<file path="src/rtl/spi_responder_pkg.sv">
// Shared types and constants for the SPI mode-0 responder.
package spi_responder_pkg;

  typedef enum logic {
    IDLE  = 1'b0,
    SHIFT = 1'b1
  } spi_rsp_state_t;

  localparam int unsigned SYNC_STAGES   = 2;
  localparam int unsigned BITS_PER_BYTE = 8;

endpackage

</file>
<file path="src/rtl/spi_responder_rx_fifo.sv">
// Synchronous FIFO with occupancy count; a pop on empty is ignored and a push
// when full is accepted only if a pop happens in the same cycle.
module rx_fifo #(
  parameter int unsigned WIDTH = 8,
  parameter int unsigned DEPTH = 4
) (
  input  logic                     clk_i,
  input  logic                     rst_i,
  input  logic                     push_i,
  input  logic [WIDTH-1:0]         data_i,
  input  logic                     pop_i,
  output logic [WIDTH-1:0]         data_o,
  output logic [$clog2(DEPTH):0]   count_o,
  output logic                     full_o,
  output logic                     empty_o
);

  localparam int unsigned AW = $clog2(DEPTH);
  localparam int unsigned CW = AW + 1;

  logic [WIDTH-1:0] mem_q [DEPTH];
  logic [AW-1:0]    wr_ptr_q, wr_ptr_d;
  logic [AW-1:0]    rd_ptr_q, rd_ptr_d;
  logic [CW-1:0]    count_q, count_d;
  logic             do_push, do_pop;

  assign full_o  = (count_q == CW'(DEPTH));
  assign empty_o = (count_q == '0);
  assign do_pop  = pop_i & ~empty_o;
  assign do_push = push_i & (~full_o | do_pop);
  assign data_o  = mem_q[rd_ptr_q];
  assign count_o = count_q;

  always_comb begin
    wr_ptr_d = wr_ptr_q;
    rd_ptr_d = rd_ptr_q;
    count_d  = count_q;
    if (do_push) wr_ptr_d = wr_ptr_q + AW'(1);
    if (do_pop)  rd_ptr_d = rd_ptr_q + AW'(1);
    case ({do_push, do_pop})
      2'b10:   count_d = count_q + CW'(1);
      2'b01:   count_d = count_q - CW'(1);
      default: count_d = count_q;
    endcase
  end

  always_ff @(posedge clk_i or posedge rst_i) begin
    if (rst_i) begin
      wr_ptr_q <= '0;
      rd_ptr_q <= '0;
      count_q  <= '0;
    end else begin
      wr_ptr_q <= wr_ptr_d;
      rd_ptr_q <= rd_ptr_d;
      count_q  <= count_d;
    end
  end

  always_ff @(posedge clk_i) begin
    if (do_push) mem_q[wr_ptr_q] <= data_i;
  end

endmodule

</file>
<file path="src/rtl/spi_responder.sv">
// SPI mode-0 responder: oversampled SCK/CS_N/MOSI, RX bytes into a FIFO,
// TX bytes from a single holding register shifted out MSB first on MISO.
module spi_responder
  import spi_responder_pkg::*;
#(
  parameter int unsigned FIFO_DEPTH   = 4,
  parameter logic [7:0]  TX_IDLE_BYTE = 8'hFF
) (
  input  logic                          CLK,
  input  logic                          RST,
  input  logic                          SPI_SCK,
  input  logic                          SPI_CS_N,
  input  logic                          SPI_MOSI,
  output logic                          SPI_MISO,
  output logic                          SPI_MISO_OE,
  input  logic [7:0]                    TX_BYTE,
  input  logic                          TX_LOAD,
  output logic                          TX_EMPTY,
  output logic [7:0]                    RX_BYTE,
  output logic                          RX_VALID,
  input  logic                          RX_POP,
  output logic [$clog2(FIFO_DEPTH):0]   RX_COUNT,
  output logic                          RX_OVF,
  input  logic                          CLR_OVF,
  output logic                          FRAME_DONE,
  output logic                          INTR
);

  localparam int unsigned BCW = $clog2(BITS_PER_BYTE);

  logic [SYNC_STAGES-1:0] sck_sync_q, cs_sync_q, mosi_sync_q;
  logic                   sck_dly_q, cs_dly_q;
  logic                   sck_s, cs_s, mosi_s;
  logic                   sck_rise, sck_fall, cs_rise, cs_fall;

  spi_rsp_state_t state_q, state_d;

  logic [BCW-1:0] bit_cnt_q, bit_cnt_d;
  logic [7:0]     rx_shift_q, rx_shift_d;
  logic [7:0]     tx_shift_q, tx_shift_d;
  logic [7:0]     tx_hold_q, tx_hold_d;
  logic           tx_empty_q, tx_empty_d;
  logic           byte_done_q, byte_done_d;
  logic           push_q, push_d;
  logic [7:0]     push_data_q, push_data_d;
  logic           ovf_q, ovf_d;
  logic           frame_done_q, frame_done_d;
  logic           tx_load_ev;
  logic           fifo_full, fifo_empty;

  assign sck_s    = sck_sync_q[SYNC_STAGES-1];
  assign cs_s     = cs_sync_q[SYNC_STAGES-1];
  assign mosi_s   = mosi_sync_q[SYNC_STAGES-1];
  assign sck_rise =  sck_s & ~sck_dly_q;
  assign sck_fall = ~sck_s &  sck_dly_q;
  assign cs_rise  =  cs_s  & ~cs_dly_q;
  assign cs_fall  = ~cs_s  &  cs_dly_q;

  always_ff @(posedge CLK or posedge RST) begin
    if (RST) begin
      sck_sync_q  <= '0;
      cs_sync_q   <= '1;
      mosi_sync_q <= '0;
      sck_dly_q   <= 1'b0;
      cs_dly_q    <= 1'b1;
    end else begin
      sck_sync_q  <= {sck_sync_q[SYNC_STAGES-2:0], SPI_SCK};
      cs_sync_q   <= {cs_sync_q[SYNC_STAGES-2:0], SPI_CS_N};
      mosi_sync_q <= {mosi_sync_q[SYNC_STAGES-2:0], SPI_MOSI};
      sck_dly_q   <= sck_s;
      cs_dly_q    <= cs_s;
    end
  end

  always_ff @(posedge CLK or posedge RST) begin
    if (RST) state_q <= IDLE;
    else     state_q <= state_d;
  end

  always_comb begin
    state_d = state_q;
    case (state_q)
      IDLE:    if (cs_fall) state_d = SHIFT;
      SHIFT:   if (cs_rise) state_d = IDLE;
      default: state_d = IDLE;
    endcase
  end

  always_comb begin
    SPI_MISO_OE = (state_q == SHIFT);
    SPI_MISO    = (state_q == SHIFT) ? tx_shift_q[7] : 1'b0;
  end

  // The fall after the 8th rise reloads tx_shift instead of shifting it.
  always_comb begin
    bit_cnt_d    = bit_cnt_q;
    rx_shift_d   = rx_shift_q;
    tx_shift_d   = tx_shift_q;
    byte_done_d  = byte_done_q;
    push_d       = 1'b0;
    push_data_d  = push_data_q;
    tx_load_ev   = 1'b0;
    frame_done_d = (state_q == SHIFT) && cs_rise;
    if (state_q == IDLE) begin
      if (cs_fall) begin
        bit_cnt_d   = '0;
        byte_done_d = 1'b0;
        tx_load_ev  = 1'b1;
      end
    end else if (!cs_rise) begin
      if (sck_rise) begin
        rx_shift_d = {rx_shift_q[6:0], mosi_s};
        bit_cnt_d  = bit_cnt_q + BCW'(1);
        if (bit_cnt_q == BCW'(BITS_PER_BYTE - 1)) begin
          push_d      = 1'b1;
          push_data_d = {rx_shift_q[6:0], mosi_s};
          byte_done_d = 1'b1;
        end
      end
      if (sck_fall) begin
        if (byte_done_q) begin
          tx_load_ev  = 1'b1;
          byte_done_d = 1'b0;
        end else begin
          tx_shift_d = {tx_shift_q[6:0], 1'b0};
        end
      end
    end
    if (tx_load_ev) tx_shift_d = tx_empty_q ? TX_IDLE_BYTE : tx_hold_q;
  end

  // A TX_LOAD coinciding with a shift-register load refills the holding register.
  always_comb begin
    tx_hold_d  = tx_hold_q;
    tx_empty_d = tx_empty_q;
    if (tx_load_ev) tx_empty_d = 1'b1;
    if (TX_LOAD) begin
      tx_hold_d  = TX_BYTE;
      tx_empty_d = 1'b0;
    end
  end

  assign ovf_d = (ovf_q & ~CLR_OVF) | (push_q & fifo_full & ~RX_POP);

  always_ff @(posedge CLK or posedge RST) begin
    if (RST) begin
      bit_cnt_q    <= '0;
      rx_shift_q   <= '0;
      tx_shift_q   <= '0;
      tx_hold_q    <= '0;
      tx_empty_q   <= 1'b1;
      byte_done_q  <= 1'b0;
      push_q       <= 1'b0;
      push_data_q  <= '0;
      ovf_q        <= 1'b0;
      frame_done_q <= 1'b0;
    end else begin
      bit_cnt_q    <= bit_cnt_d;
      rx_shift_q   <= rx_shift_d;
      tx_shift_q   <= tx_shift_d;
      tx_hold_q    <= tx_hold_d;
      tx_empty_q   <= tx_empty_d;
      byte_done_q  <= byte_done_d;
      push_q       <= push_d;
      push_data_q  <= push_data_d;
      ovf_q        <= ovf_d;
      frame_done_q <= frame_done_d;
    end
  end

  rx_fifo #(
    .WIDTH (8),
    .DEPTH (FIFO_DEPTH)
  ) u_rx_fifo (
    .clk_i   (CLK),
    .rst_i   (RST),
    .push_i  (push_q),
    .data_i  (push_data_q),
    .pop_i   (RX_POP),
    .data_o  (RX_BYTE),
    .count_o (RX_COUNT),
    .full_o  (fifo_full),
    .empty_o (fifo_empty)
  );

  assign RX_VALID   = ~fifo_empty;
  assign RX_OVF     = ovf_q;
  assign TX_EMPTY   = tx_empty_q;
  assign FRAME_DONE = frame_done_q;
  assign INTR       = RX_VALID | ovf_q;

endmodule

</file>
<file path="config.mk">
export PLATFORM = sky130hd
export DESIGN_NAME = spi_responder
export DESIGN_NICKNAME = d
export VERILOG_FILES = /design/src/rtl/spi_responder_pkg.sv /design/src/rtl/spi_responder_rx_fifo.sv /design/src/rtl/spi_responder.sv
export SDC_FILE = /design/constraint.sdc
export NUM_CORES = 1
export LEC_CHECK = 0
export BUFFER_PORTS_ARGS = -buffer_cell sky130_fd_sc_hd__buf_2
export CAP_MARGIN = 20
export CELL_PAD_IN_SITES_DETAIL_PLACEMENT = 0
export CELL_PAD_IN_SITES_GLOBAL_PLACEMENT = 1
export CORE_MARGIN = 3
export CORE_UTILIZATION = 53
export DETAILED_ROUTE_END_ITERATION = 6
export GPL_ROUTABILITY_DRIVEN = 0
export PLACE_DENSITY_LB_ADDON = 0.1
export SLEW_MARGIN = 20
export SYNTH_ARGS = -nofsm -noshare
export SYNTH_HDL_FRONTEND = slang
export SYNTH_SLANG_ARGS = --single-unit
</file>
<file path="constraint.sdc">
create_clock -name CLK -period 4.15 [get_ports CLK]
set_clock_uncertainty 0.1 [all_clocks]
set_input_delay 0 -clock CLK [delete_from_list [all_inputs] [get_ports CLK]]
set_output_delay 0 -clock CLK [all_outputs]
set_load 0.05 [all_outputs]
</file>
# --- Word level (Yosys, flattened, before mapping) ---
# Memories as Yosys holds them, arrays and structs flattened.
# Index checks and enable logic that the tools add are counted.
classes:
  n_addsub: 5
  eq_ne: 8
  n_mux: 34
  n_bitwise: 22
  reduce_logical: 12
op_table:
  columns: ["op", "count"]
  rows:
  - ["two-way mux 8 bit", 6]
  - ["two-way mux 1 bit", 22]
  - ["two-way mux 3 bit", 4]
  - ["NOT 1 bit", 10]
  - ["nonzero test 2 bit", 5]
  - ["bitwise AND 1 bit", 9]
  - ["AND reduction 4 bit", 2]
  - ["adder 3 x 1 -> 3 bit, second input constant", 2]
  - ["equality test 3 bit, second input constant", 2]
  - ["one-hot mux 3 bit (2 select lines)", 1]
  - ["AND reduction 3 bit", 2]
  - ["adder 2 x 1 -> 2 bit, second input constant", 2]
  - ["inequality test 2 x 1 -> 1 bit, second input constant", 2]
  - ["inequality test 2 bit, second input constant", 2]
  - ["logical NOT 3 bit", 1]
  - ["bitwise OR 1 bit", 3]
  - ["subtractor 3 x 1 -> 3 bit, second input constant", 1]
  - ["equality test 2 x 1 -> 1 bit, second input constant", 1]
  - ["equality test 2 bit, second input constant", 1]
  - ["one-hot mux 1 bit (2 select lines)", 1]
  - ["AND reduction 2 bit", 1]
  - ["logical AND 1 bit", 1]
word_totals:
  regBits: 55
  ramBits: 32
  inputBits: 16
  out_inout_bits: 18
  wordCells: 101
  memories: 1
mem_list:
  columns: ["memory", "words", "word_bits", "rd", "rd_ports_with_merged_regs", "wr", "line", "source"]
  rows:
  - ["u_rx_fifo.mem_q", 4, 8, 1, 0, 1, "spi_responder_rx_fifo.sv:21", "logic [WIDTH-1:0] mem_q [DEPTH];"]

# --- Depth between registers and ports, before layout ---
# Gate-level depths: netlist of the first run.
logic_depth:
  word_depth: 7
  ltp_mapped: 10
  mapped_depth_nobuf: 9

# --- Hierarchy ---
# A second synthesis of the first run with hierarchy kept.
unflattened:
  cells_unflattened: 230
  area_unflattened_um2: 3568.4
modules_own_cells:
  columns: ["module", "n_inst", "cells_per_inst", "area_per_inst_um2", "seq_area_each_um2"]
  rows:
  - ["spi_responder", 1, 149, 1976.9, 1206.2]
  - ["rx_fifo", 1, 81, 1591.5, 1136.1]

# --- Least setup slack after synthesis of the first run ---
# No wires, ideal clock.
synth_path:
  kind: "reg2reg"
  from: "register u_rx_fifo.count_q[0] (netlist: u_rx_fifo.count_o[0])"
  to: "register u_rx_fifo.count_q[2] (netlist: u_rx_fifo.count_o[2])"
  setup_ns: 0.082
  t_arrival_ns: 2.384
  required_time_ns: 3.968
  path_slack_ns: 1.584
  path_stages_with_launch: 9
  n_path_buf: 0
  period_less_slack_ns: 2.566
  cell_sequence: "dfrtp_1 -> or3_1 -> and2_1 -> ha_1 -> inv_1 -> fa_1 -> xor2_1 -> nor2_1 -> xor2_1"
synth_via:
  elab_chain_cells: 7
  word_cells_on_any_way: 13
  classes_between: "add/sub: 2; eq/ne: 3; mux: 1; bitwise: 5; reduce/logical: 2"
synth_rtl:
  columns: ["item", "line", "source"]
  rows:
  - ["start, declared", "spi_responder_rx_fifo.sv:24", "logic [CW-1:0] count_q, count_d;"]
  - ["start signal, assigned", "spi_responder_rx_fifo.sv:55", "count_q <= count_d;"]
  - ["logical NOT 3 bit *", "spi_responder_rx_fifo.sv:28", "assign empty_o = (count_q == '0);"]
  - ["NOT 1 bit *", null, null]
  - ["via RX_VALID", "spi_responder.sv:20", "output logic RX_VALID,"]
  - ["bitwise AND 1 bit *", "spi_responder_rx_fifo.sv:29", "assign do_pop = pop_i & ~empty_o;"]
  - ["via u_rx_fifo.do_pop", "spi_responder_rx_fifo.sv:25", "logic do_push, do_pop;"]
  - ["bitwise OR 1 bit", "spi_responder_rx_fifo.sv:30", "assign do_push = push_i & (~full_o | do_pop);"]
  - ["bitwise AND 1 bit", "spi_responder_rx_fifo.sv:30", null]
  - ["equality test 2 x 1 -> 1 bit or equality test 2 bit (tied branches)", "spi_responder_rx_fifo.sv:40", "case ({do_push, do_pop})"]
  - ["one-hot mux 3 bit (2 select lines) or nonzero test 2 bit (tied branches)", null, null]
# Mark *: on every way through the listed nets, which the timed path passes. The rest lies on a longest branch.
# A chain may end at the register's enable or synchronous reset.

# --- Worst setup path in the final report of the first run ---
layout_path:
  from: "register u_rx_fifo.count_q[0] (netlist: u_rx_fifo.count_o[0])"
  to: "register u_rx_fifo.count_q[2] (netlist: u_rx_fifo.count_o[2])"
layout_via:
  elab_chain_cells: 7
  word_cells_on_any_way: 13
  classes_between: "add/sub: 2; eq/ne: 3; mux: 1; bitwise: 5; reduce/logical: 2"
layout_rtl:
  columns: ["item", "line"]
  rows:
  - ["logical NOT 3 bit", "spi_responder_rx_fifo.sv:28"]
  - ["NOT 1 bit", "spi_responder_rx_fifo.sv:29"]
  - ["bitwise AND 1 bit", "spi_responder_rx_fifo.sv:29"]
  - ["bitwise OR 1 bit", "spi_responder_rx_fifo.sv:30"]
  - ["bitwise AND 1 bit", "spi_responder_rx_fifo.sv:30"]
  - ["equality test 2 x 1 -> 1 bit or equality test 2 bit (tied branches)", "spi_responder_rx_fifo.sv:40"]
  - ["one-hot mux 3 bit (2 select lines) or nonzero test 2 bit (tied branches)", null]
# Parallel ways exist; a longest one is shown, timed or not.

==> flow_metrics.tcl, run 1 <==
set metrics [dict create \
    hold_path_end "mosi_sync_q[0]" \
    syn_to_final_growth_pct 18.6 \
    drt_iter0_drc 99 \
    seq_area_um2 2340 \
    pwr-share-clk_pct 26.7 \
    worstPathArrival_ns 2.49 \
    outcome "finished clean" \
    place_hpwl_um 3380 \
    ys_seq_area_share_pct 66.8 \
    dieHeight_um 87.3 \
    layout_min_cycle_time_ns 2.31 \
    hold_class "in2reg" \
    ir_worst_vdd_mv 0.477 \
    grtUsageTotal_pct 16.1 \
    hold_viol_final 0 \
    reg2reg_depth 9 \
    grt_pass1_wl_um 9160 \
    stdcell_area_um2 4160 \
    portBuffers 33 \
    setup_violations 0 \
    hold_start "SPI_MOSI" \
    multiInputGateArea_um2 1060 \
    pin_count 34 \
    htree_levels 3 \
    synthXorXnorAreaFrac_pct 1.50 \
    grt_max_degree 56 \
    cts_setup_buffers 0 \
    wirelength_um 5450 \
    p_int_w 0.00141 \
    die_area_um2 7630 \
    first_global_vias 1956 \
    clock-sinks 87 \
    required_ns 4.33 \
    slew_headroom_pct 53.5 \
    muxShareOfSynthArea_pct 13.4 \
    vias_per_cell 5.12 \
    rrSetupSlack_ns 1.84 \
    whs_ns 0.185 \
    maxCapViolations 0 \
    cts_tree "done" \
    drv_slew 0 \
    r2r-start "u_rx_fifo.count_o[0]" \
    n_fill_cell 475 \
    rsz0062_at_grt "false" \
    syn_nets 250 \
    tightest_slew_ns 0.697 \
    diodes 0 \
    drtPass1Iterations 4 \
    vias 1885 \
    setup_tns_ns 0 \
    p_switching_w 0.000712 \
    crit_chain "nor4b_1 > nor2b_1 > inv_1 > ha_1 > inv_1 > fa_1 > xor2_1 > nor2_1 > xor2_1" \
    p_sw_share_pct 33.5 \
    worstSetupEndpointType "flop" \
    initial_core_util_pct 54.9 \
    combPwrFrac_pct 21.9 \
    hold_depth 2 \
    yosysTopAreaCell "dfrtp_1" \
    cts.clk_slew.worst_paths_ns 0.09 \
    critPathLaunchType "flop" \
    power_density_nw_per_um2 511 \
    ys_ff_latch 87 \
    use_met1_pct 20.6 \
    layout-drive-gt1-share_pct 31.6 \
    route.detailed.drc 0 \
    r2r-end "u_rx_fifo.count_o[2]" \
    leakage_nw 1.88 \
    use_met2_pct 25.8 \
    nets 310 \
    synth.avg_cell_area_um2 15.5 \
    busiest_layer "met2" \
    yosys.area_share.simple_pct 7.99 \
    slowest_delay_ns 0.43 \
    max_freq_mhz 434 \
    synth-adder-area-share_pct 3.07 \
    cts_resized 0 \
    overflow 0 \
    synth_top_family_by_area "multiplexers" \
    cp_max_fo 8 \
    cts_made_buffers 9 \
    worst_path_max_delay_cell "dfrtp_1" \
    netlist_top_cells_area "dfrtp_1 36%, edfxtp_1 27%, mux4_2 5.1%" \
    synth.yosys.warnings 0 \
    ant_nets 0 \
    synth_top_area_share_pct 36.4 \
    grtUsageMet3_pct 4.07 \
    fin_crit_sh_pct 55.5 \
    cts-root-buf "clkbuf_8" \
    netlist_instances 226 \
    clock_latency_ns 0.35 \
    netlist_area_um2 3510 \
    core_um2 6390 \
    synth_compound_area_share_pct 4.18 \
    die_w_um 87.3 \
    rows 29 \
    synth_cell_types 38 \
    post_drt_wl_per_cell_um 14.8 \
    pwr-share-seq_pct 51.4 \
    crit_type "reg2reg" \
    clock_path_buffers 2 \
    antenna_found_initial 0 \
    placed_area_um2 3720 \
]
==> critical path, delay by kind of cell (launching register included) <==
kind / cells / cell delay (ns)
flip-flops: 1 / 0.43
XOR/XNOR: 2 / 0.29
AND/OR/NAND/NOR: 3 / 0.74
adder cells (fa/ha/maj): 2 / 0.54
buffers and inverters: 2 / 0.15
==> registers in the layout (all words and copies together), names as in the netlist, 2 cells and up <==
name                count
tx_hold_q               8
tx_shift_q              8
u_rx_fifo.mem_q        32
bit_cnt_q               3
mosi_sync_q             2
push_data_q             8
rx_shift_q              7
u_rx_fifo.rd_ptr_q      2
u_rx_fifo.wr_ptr_q      2
u_rx_fifo.count_o       3
sck_sync_q              2
cs_sync_q               2
==> cells in the final DEF, fill, tap and decap left out, drive strengths merged, types with 8 or more instances in the layout <==
master / instances
dfrtp: 51
buf: 34
edfxtp: 32
dlygate4sd3: 24
mux2: 23
inv: 18
nand2: 14
nor2: 11
clkbuf: 9
mux4: 8
==> metrics by stage <==
step	util [%]	cells	setup slack (ns)	power, W
after floorplan	-	226	1.58	0.00146
after global placement	58.2	328	1.89	0.00155
after detailed placement	58.2	328	1.86	0.00156
after CTS	65.1	368	1.84	0.00215
after global routing	65.1	368	1.66	0.00224
final	65.1	368	1.84	0.00212
==> worst max path at each step <==
| stage | startpoint | to | slack, ns |
|---|---|---|---|
| 4_1_cts | u_rx_fifo.count_o[0] | u_rx_fifo.count_o[2] | 1.84 |
| 3_3_place_gp | u_rx_fifo.count_o[0] | u_rx_fifo.count_o[2] | 1.89 |
| 6_report | u_rx_fifo.count_o[0] | u_rx_fifo.count_o[2] | 1.84 |
| 5_1_grt | u_rx_fifo.count_o[0] | u_rx_fifo.count_o[2] | 1.66 |
| 2_1_floorplan | u_rx_fifo.count_o[0] | u_rx_fifo.count_o[2] | 1.58 |
| 3_5_place_dp | u_rx_fifo.count_o[0] | u_rx_fifo.count_o[2] | 1.86 |
==> power by group through the flow <==
stage / clock [W] / sequential [W] / combinational, W
global placement: 0 / 0.00111 / 0.000443
finish: 0.000566 / 0.00109 / 0.000466
global route: 0.000620 / 0.00111 / 0.000509
CTS: 0.000586 / 0.00109 / 0.000473
floorplan: 0 / 0.00111 / 0.000356
detailed placement: 0 / 0.00111 / 0.000450
==> kinds of logic after synthesis <==
logic type	Yosys count
flip-flops	87
AND/OR/NAND/NOR	51
multiplexers	31
buffers and inverters	23
AO/OA/AOI/OAI	20
adder cells (fa/ha/maj)	8
XOR/XNOR	6
==> cells in the mapped netlist <==
library cell and instances:
a22oi_1 1, a31o_2 1, a31oi_2 1, a41oi_2 1, and2_1 6, and3b_1 1, buf_1 1, buf_2 2
buf_4 1, buf_6 2, clkbuf_1 3, dfrtp_1 51, dfstp_2 4, edfxtp_1 32, fa_1 1, ha_1 7
inv_1 14, mux2_2 15, mux2_4 8, mux4_2 8, nand2_1 14, nand2b_1 1, nand2b_4 1, nand3_1 3
nand4b_4 1, nor2_1 11, nor2b_1 2, nor3_1 7, nor3b_2 1, nor4b_1 1, o21a_1 1, o21ai_0 7
o22ai_1 1, o31ai_1 7, or2_1 1, or3_1 1, xnor2_1 3, xor2_1 3
==> layout make-up <==
cell class	instances	area share [%]
Sequential cell	87	56.4
Multi-Input combinational cell	116	25.4
Timing Repair Buffer	58	9.93
Clock buffer	9	2.98
Tap cell	77	2.32
Clock inverter	7	1.75
Inverter	14	1.26
==> routing by layer <==
| metal | vias up | wire (µm) |
|---|---|---|
| met5 | - | 0 |
| met4 | 0 | 114 |
| met3 | 8 | 188 |
| met2 | 33 | 2650 |
| met1 | 923 | 2490 |
| li1 | 921 | - |
==> timing repair <==
item | 4_1_cts | 5_1_grt
hold buffers | 24 | 0
endpoints found under the setup margin | 0 | 0
hold endpoints to repair | 66 | 0
Note: power is estimated with default switching activity, not from simulation.
==> run 2, diff against run 1 <==
Settings changed: CORE_UTILIZATION 53 to 49.
Clock period 4.15 ns to 2.2 ns, I/O delays scaled along.
==> run 2 against run 1 <==
Against the previous run: worst setup slack lost 1.7 ns; power is 91% higher; clock power increased by 91%; flip-flop and latch count did not move; non-clock buffer count up 5; sequential power increased by 89%; design area increased by 2.3%; highest routed layer unchanged; sequential share of layout area fell by 1.2 points; register-to-register slack got worse by 1.7 ns; critical path type unchanged; die area up 7.6%; wire length shrank 4.4%.
==> flow_metrics.tcl, run 2 (same netlist as run 1, synthesis figures left out) <==
set metrics [dict create \
    cp_max_fo 5 \
    rsz0062_at_grt "false" \
    worstSetupEndpointType "flop" \
    clock-sinks 87 \
    first_global_vias 1973 \
    drt_iter0_drc 54 \
    grt_max_degree 29 \
    clock_latency_ns 0.35 \
    setup_tns_ns 0 \
    largest_reg_flops 32 \
    power_density_nw_per_um2 955 \
    leakage_nw 1.91 \
    fin_crit_sh_pct 93.7 \
    multiInputGateArea_um2 1070 \
    hold_class "in2async" \
    nets 315 \
    stdcell_count 392 \
    outcome "finished clean" \
    layout-drive-gt1-share_pct 35.5 \
    die_w_um 90.6 \
    initial_core_util_pct 51.0 \
    n_fill_cell 550 \
    worst_path_max_delay_cell "dfrtp_2" \
    stdcell_area_um2 4250 \
    seq_area_um2 2350 \
    route.detailed.drc 0 \
    portBuffers 33 \
    hold_viol_final 0 \
    ir_worst_vdd_mv 0.461 \
    antenna_found_initial 0 \
    grt_pass1_wl_um 9160 \
    rows 30 \
    pin_count 34 \
    clock_path_buffers 2 \
    required_ns 2.37 \
    setup_violations 0 \
    htree_levels 3 \
    overflow 0 \
    diodes 0 \
    post_drt_wl_per_cell_um 13.3 \
    syn_to_final_growth_pct 21.3 \
    layout_min_cycle_time_ns 2.06 \
    max_flop_register "u_rx_fifo.mem_q" \
    maxCapViolations 0 \
    slowest_delay_ns 0.45 \
    grtUsageTotal_pct 14.2 \
    final_common_cell "dfrtp_1" \
    max_freq_mhz 485 \
    cts_tree "done" \
    cts_made_buffers 9 \
    slew_headroom_pct 58.4 \
    core_um2 6870 \
    drv_slew 0 \
    ant_nets 0 \
    worstPathArrival_ns 2.24 \
    drtPass1Iterations 4 \
    whs_ns 0.164 \
    dp_cells 352 \
    vias_per_cell 4.80 \
    dieHeight_um 90.6 \
    die_area_um2 8210 \
    critPathTopFamily "simple AND/OR/NAND/NOR gates" \
    final_cell_mix "48 x dfrtp_1, 33 x buf_2, 32 x edfxtp_1" \
    crit_type "reg2reg" \
    vias 1882 \
    critPathLaunchType "flop" \
    cts.clk_slew.worst_paths_ns 0.09 \
    placed_area_um2 3820 \
    cts-root-buf "clkbuf_8" \
    tightest_slew_ns 0.623 \
    place_hpwl_um 3430 \
    cp_num_buf_inv 2 \
    crit_chain "nor4b_2 > nor2b_1 > inv_1 > ha_2 > inv_1 > fa_2 > xor2_1 > nor2_1 > xor2_1" \
    wirelength_um 5210 \
]
-- run 2: cell types whose count changed in the layout (fill, tap and decap cells not counted), moves of 2 or more --
cell     delta
inv_8       +2
dfrtp_1     -3
buf_4       +4
dfrtp_2     +3
-- run 2: power by group --
part	internal, W	total (W)	switching, W
clock	0.000450	0.00108	0.000627
sequential	0.00186	0.00206	0.000208
combinational	0.000398	0.000918	0.000520
-- run 2: worst paths after layout --
kind                                           start                    to  slack [ns]  cells after the start
worst min-delay path                             RST        push_data_q[7]        0.16                      3
min in group CLK                            SPI_MOSI        mosi_sync_q[0]        0.19                      2
worst min register to register        mosi_sync_q[0]        mosi_sync_q[1]        0.26                      0
worst max register to register  u_rx_fifo.count_o[0]  u_rx_fifo.count_o[2]        0.14                      9
worst max-delay path            u_rx_fifo.count_o[0]  u_rx_fifo.count_o[2]        0.14                      9
max in group asynchronous                        RST              TX_EMPTY        1.20                      4
-- run 2: layout make-up --
| cell class | instances | area share (%) |
|---|---|---|
| tap | 96 | 2.83 |
| clock inverter | 7 | 1.68 |
| timing repair buffer | 63 | 10.9 |
| multi-input combinational | 116 | 25.3 |
| inverter | 14 | 1.24 |
| clock buffer | 9 | 2.91 |
| sequential | 87 | 55.2 |
-- run 2: worst min-delay path, stage by stage --
cell and delay [ns]:
dlygate4sd3_1 0.53, buf_2 0.12, inv_2 0.45
-- run 2: per-layer routing --
metal / track usage, % / vias to the layer above / share of wire [%]
met2: 22.2 / 32 / 47
met5: 0 / - / 0
met3: 3.00 / 7 / 3.1
met1: 18.5 / 906 / 48
met4: 8.04 / 0 / 1.7
li1: - / 937 / -
-- run 2: through the flow --
step	setup slack [ns]	total power, W	utilization, %
after detailed placement	0.163	0.00299	55.6
after floorplan	-0.00586	0.00279	-
after global routing	0.0213	0.00427	61.9
after global placement	0.198	0.00298	55.6
after CTS	0.129	0.00412	61.9
final	0.138	0.00406	61.9
-- run 2: what timing repair did --
item / CTS / global route
buffers inserted: 0 / 0
endpoints found under the hold margin: 42 / 0
gates resized for setup: 0 / 0
hold buffers: 24 / 0
==> run 3, diff against run 2 <==
Settings changed: CORE_MARGIN 3 to default.
==> run 3 against run 2 <==
Against the previous run: sequential power barely moved; design area rose by 1.1%; die area fell by 8.6%; utilization rose by 0.67 points; via count fell by 0.32%; register-to-register slack barely moved; global-route usage rose by 1.9 points; highest routed layer unchanged.
==> flow_metrics.tcl, run 3 (same netlist as run 1, synthesis figures left out) <==
set metrics [dict create \
    outcome "finished clean" \
    use_met1_pct 20.9 \
    cts_resized 0 \
    syn_to_final_growth_pct 22.6 \
    grtUsageMet3_pct 3.14 \
    drtPass1Iterations 4 \
    crit_type "reg2reg" \
    largest_reg_flops 32 \
    final_cell_mix "48 x dfrtp_1, 33 x buf_2, 32 x edfxtp_1" \
    htree_levels 3 \
    holdBufCountCts 24 \
    required_ns 2.36 \
    grtUsageTotal_pct 16.1 \
    dieHeight_um 86.6 \
    place_hpwl_um 3380 \
    setup_violations 0 \
    final_common_cell "dfrtp_1" \
    clock_path_buffers 2 \
    vias_per_cell 4.76 \
    pin_count 34 \
    worstSetupEndpointType "flop" \
    slew_headroom_pct 60.8 \
    cts_tree "done" \
    ant_nets 0 \
    rsz0062_at_grt "false" \
    die_w_um 86.6 \
    worstPathArrival_ns 2.21 \
    critPathLaunchType "flop" \
    first_global_vias 1921 \
    whs_ns 0.157 \
    max_freq_mhz 488 \
    cts_made_buffers 9 \
    core_um2 6870 \
    max_flop_register "u_rx_fifo.mem_q" \
    route.detailed.drc 0 \
    tightest_slew_ns 0.588 \
    power_density_nw_per_um2 980 \
    leakage_nw 1.93 \
    maxCapViolations 0 \
    p_total_w 0.00421 \
    fin_crit_sh_pct 93.2 \
    overflow 0 \
    cts-root-buf "clkbuf_8" \
    hold_class "in2async" \
    busiest_layer "met2" \
    clock_latency_ns 0.34 \
    diodes 0 \
    grt_pass1_wl_um 8940 \
    initial_core_util_pct 51.0 \
    use_met2_pct 25.8 \
    antenna_found_initial 0 \
    drt_iter0_drc 62 \
    vias 1876 \
    cp_max_fo 5 \
    drv_slew 0 \
    clock-sinks 87 \
    ir_worst_vdd_mv 0.450 \
    slowest_delay_ns 0.45 \
    worst_path_max_delay_cell "dfrtp_2" \
    hold_viol_final 0 \
    setup_tns_ns 0 \
    portBuffers 33 \
    cts.clk_slew.worst_paths_ns 0.09 \
    post_drt_wl_per_cell_um 13.1 \
    rows 30 \
    nets 317 \
    layout_min_cycle_time_ns 2.05 \
    layout-drive-gt1-share_pct 35.9 \
    wirelength_um 5140 \
    grt_max_degree 30 \
    die_area_um2 7500 \
    crit_chain "nor4b_2 > nor2b_1 > inv_1 > ha_2 > inv_1 > fa_2 > xor2_1 > nor2_1 > xor2_1" \
    n_fill_cell 535 \
    cts_setup_buffers 0 \
]
==> run 3: changes by cell type in the layout (fill, tap and decap cells not counted), sizes merged <==
| cell | delta |
|---|---|
| buf | +2 |
| clkinvlp | +1 |
| bufinv | +2 |
| inv | -2 |
| clkinv | -1 |
==> run 3: area by class of cell <==
cell class / count / area (µm²) / area share (%)
well taps: 96 / 120 / 2.79
flip-flops and latches: 87 / 2350 / 54.6
clock buffers: 9 / 124 / 2.88
multi-input cells: 116 / 1070 / 25.0
repair buffers: 65 / 478 / 11.1
inverters: 14 / 52.6 / 1.22
clock inverters: 7 / 103 / 2.39
==> run 3: power by group <==
part           switching (W)  total [W]  leakage, nW  internal (W)
registers           0.000201    0.00206         1.03       0.00186
logic               0.000525   0.000926        0.787      0.000400
clock network       0.000575    0.00123        0.111      0.000653
==> run 3: final timing paths <==
path | from | endpoint | slack, ns | cells after the start
max | u_rx_fifo.count_o[0] | u_rx_fifo.count_o[2] | 0.15 | 9
min | RST | push_q | 0.16 | 3
max reg2reg | u_rx_fifo.count_o[0] | u_rx_fifo.count_o[2] | 0.15 | 9
min reg2reg | sck_sync_q[0] | sck_sync_q[1] | 0.25 | 0
max in group asynchronous | RST | cs_dly_q | 1.22 | 4
min in group CLK | SPI_MOSI | mosi_sync_q[0] | 0.19 | 2
==> run 3: metrics by stage <==
stage	cells	worst slack, ns	util [%]	area, µm²
5_1_grt	394	0.0182	62.6	4300
4_1_cts	394	0.130	62.6	4300
6_report	394	0.150	62.6	4300
3_5_place_dp	354	0.153	55.8	3830
2_1_floorplan	226	-0.00586	-	3530
3_3_place_gp	354	0.202	55.8	3830
==> run 3: critical path, delay by kind of cell (launching register included) <==
| family | cells | cell delay (ns) |
|---|---|---|
| xor gates and xnor gates | 2 | 0.28 |
| adders and majority gates | 2 | 0.50 |
| buffers and inverters | 2 | 0.12 |
| DFF | 1 | 0.45 |
| and+or+nand+nor | 3 | 0.52 |
==> run 3: routing by layer <==
layer | share of wire, % | wire length, µm
met1 | 48 | 2460
met2 | 47 | 2440
met3 | 2.7 | 137
met4 | 2.1 | 106
met5 | 0 | 0
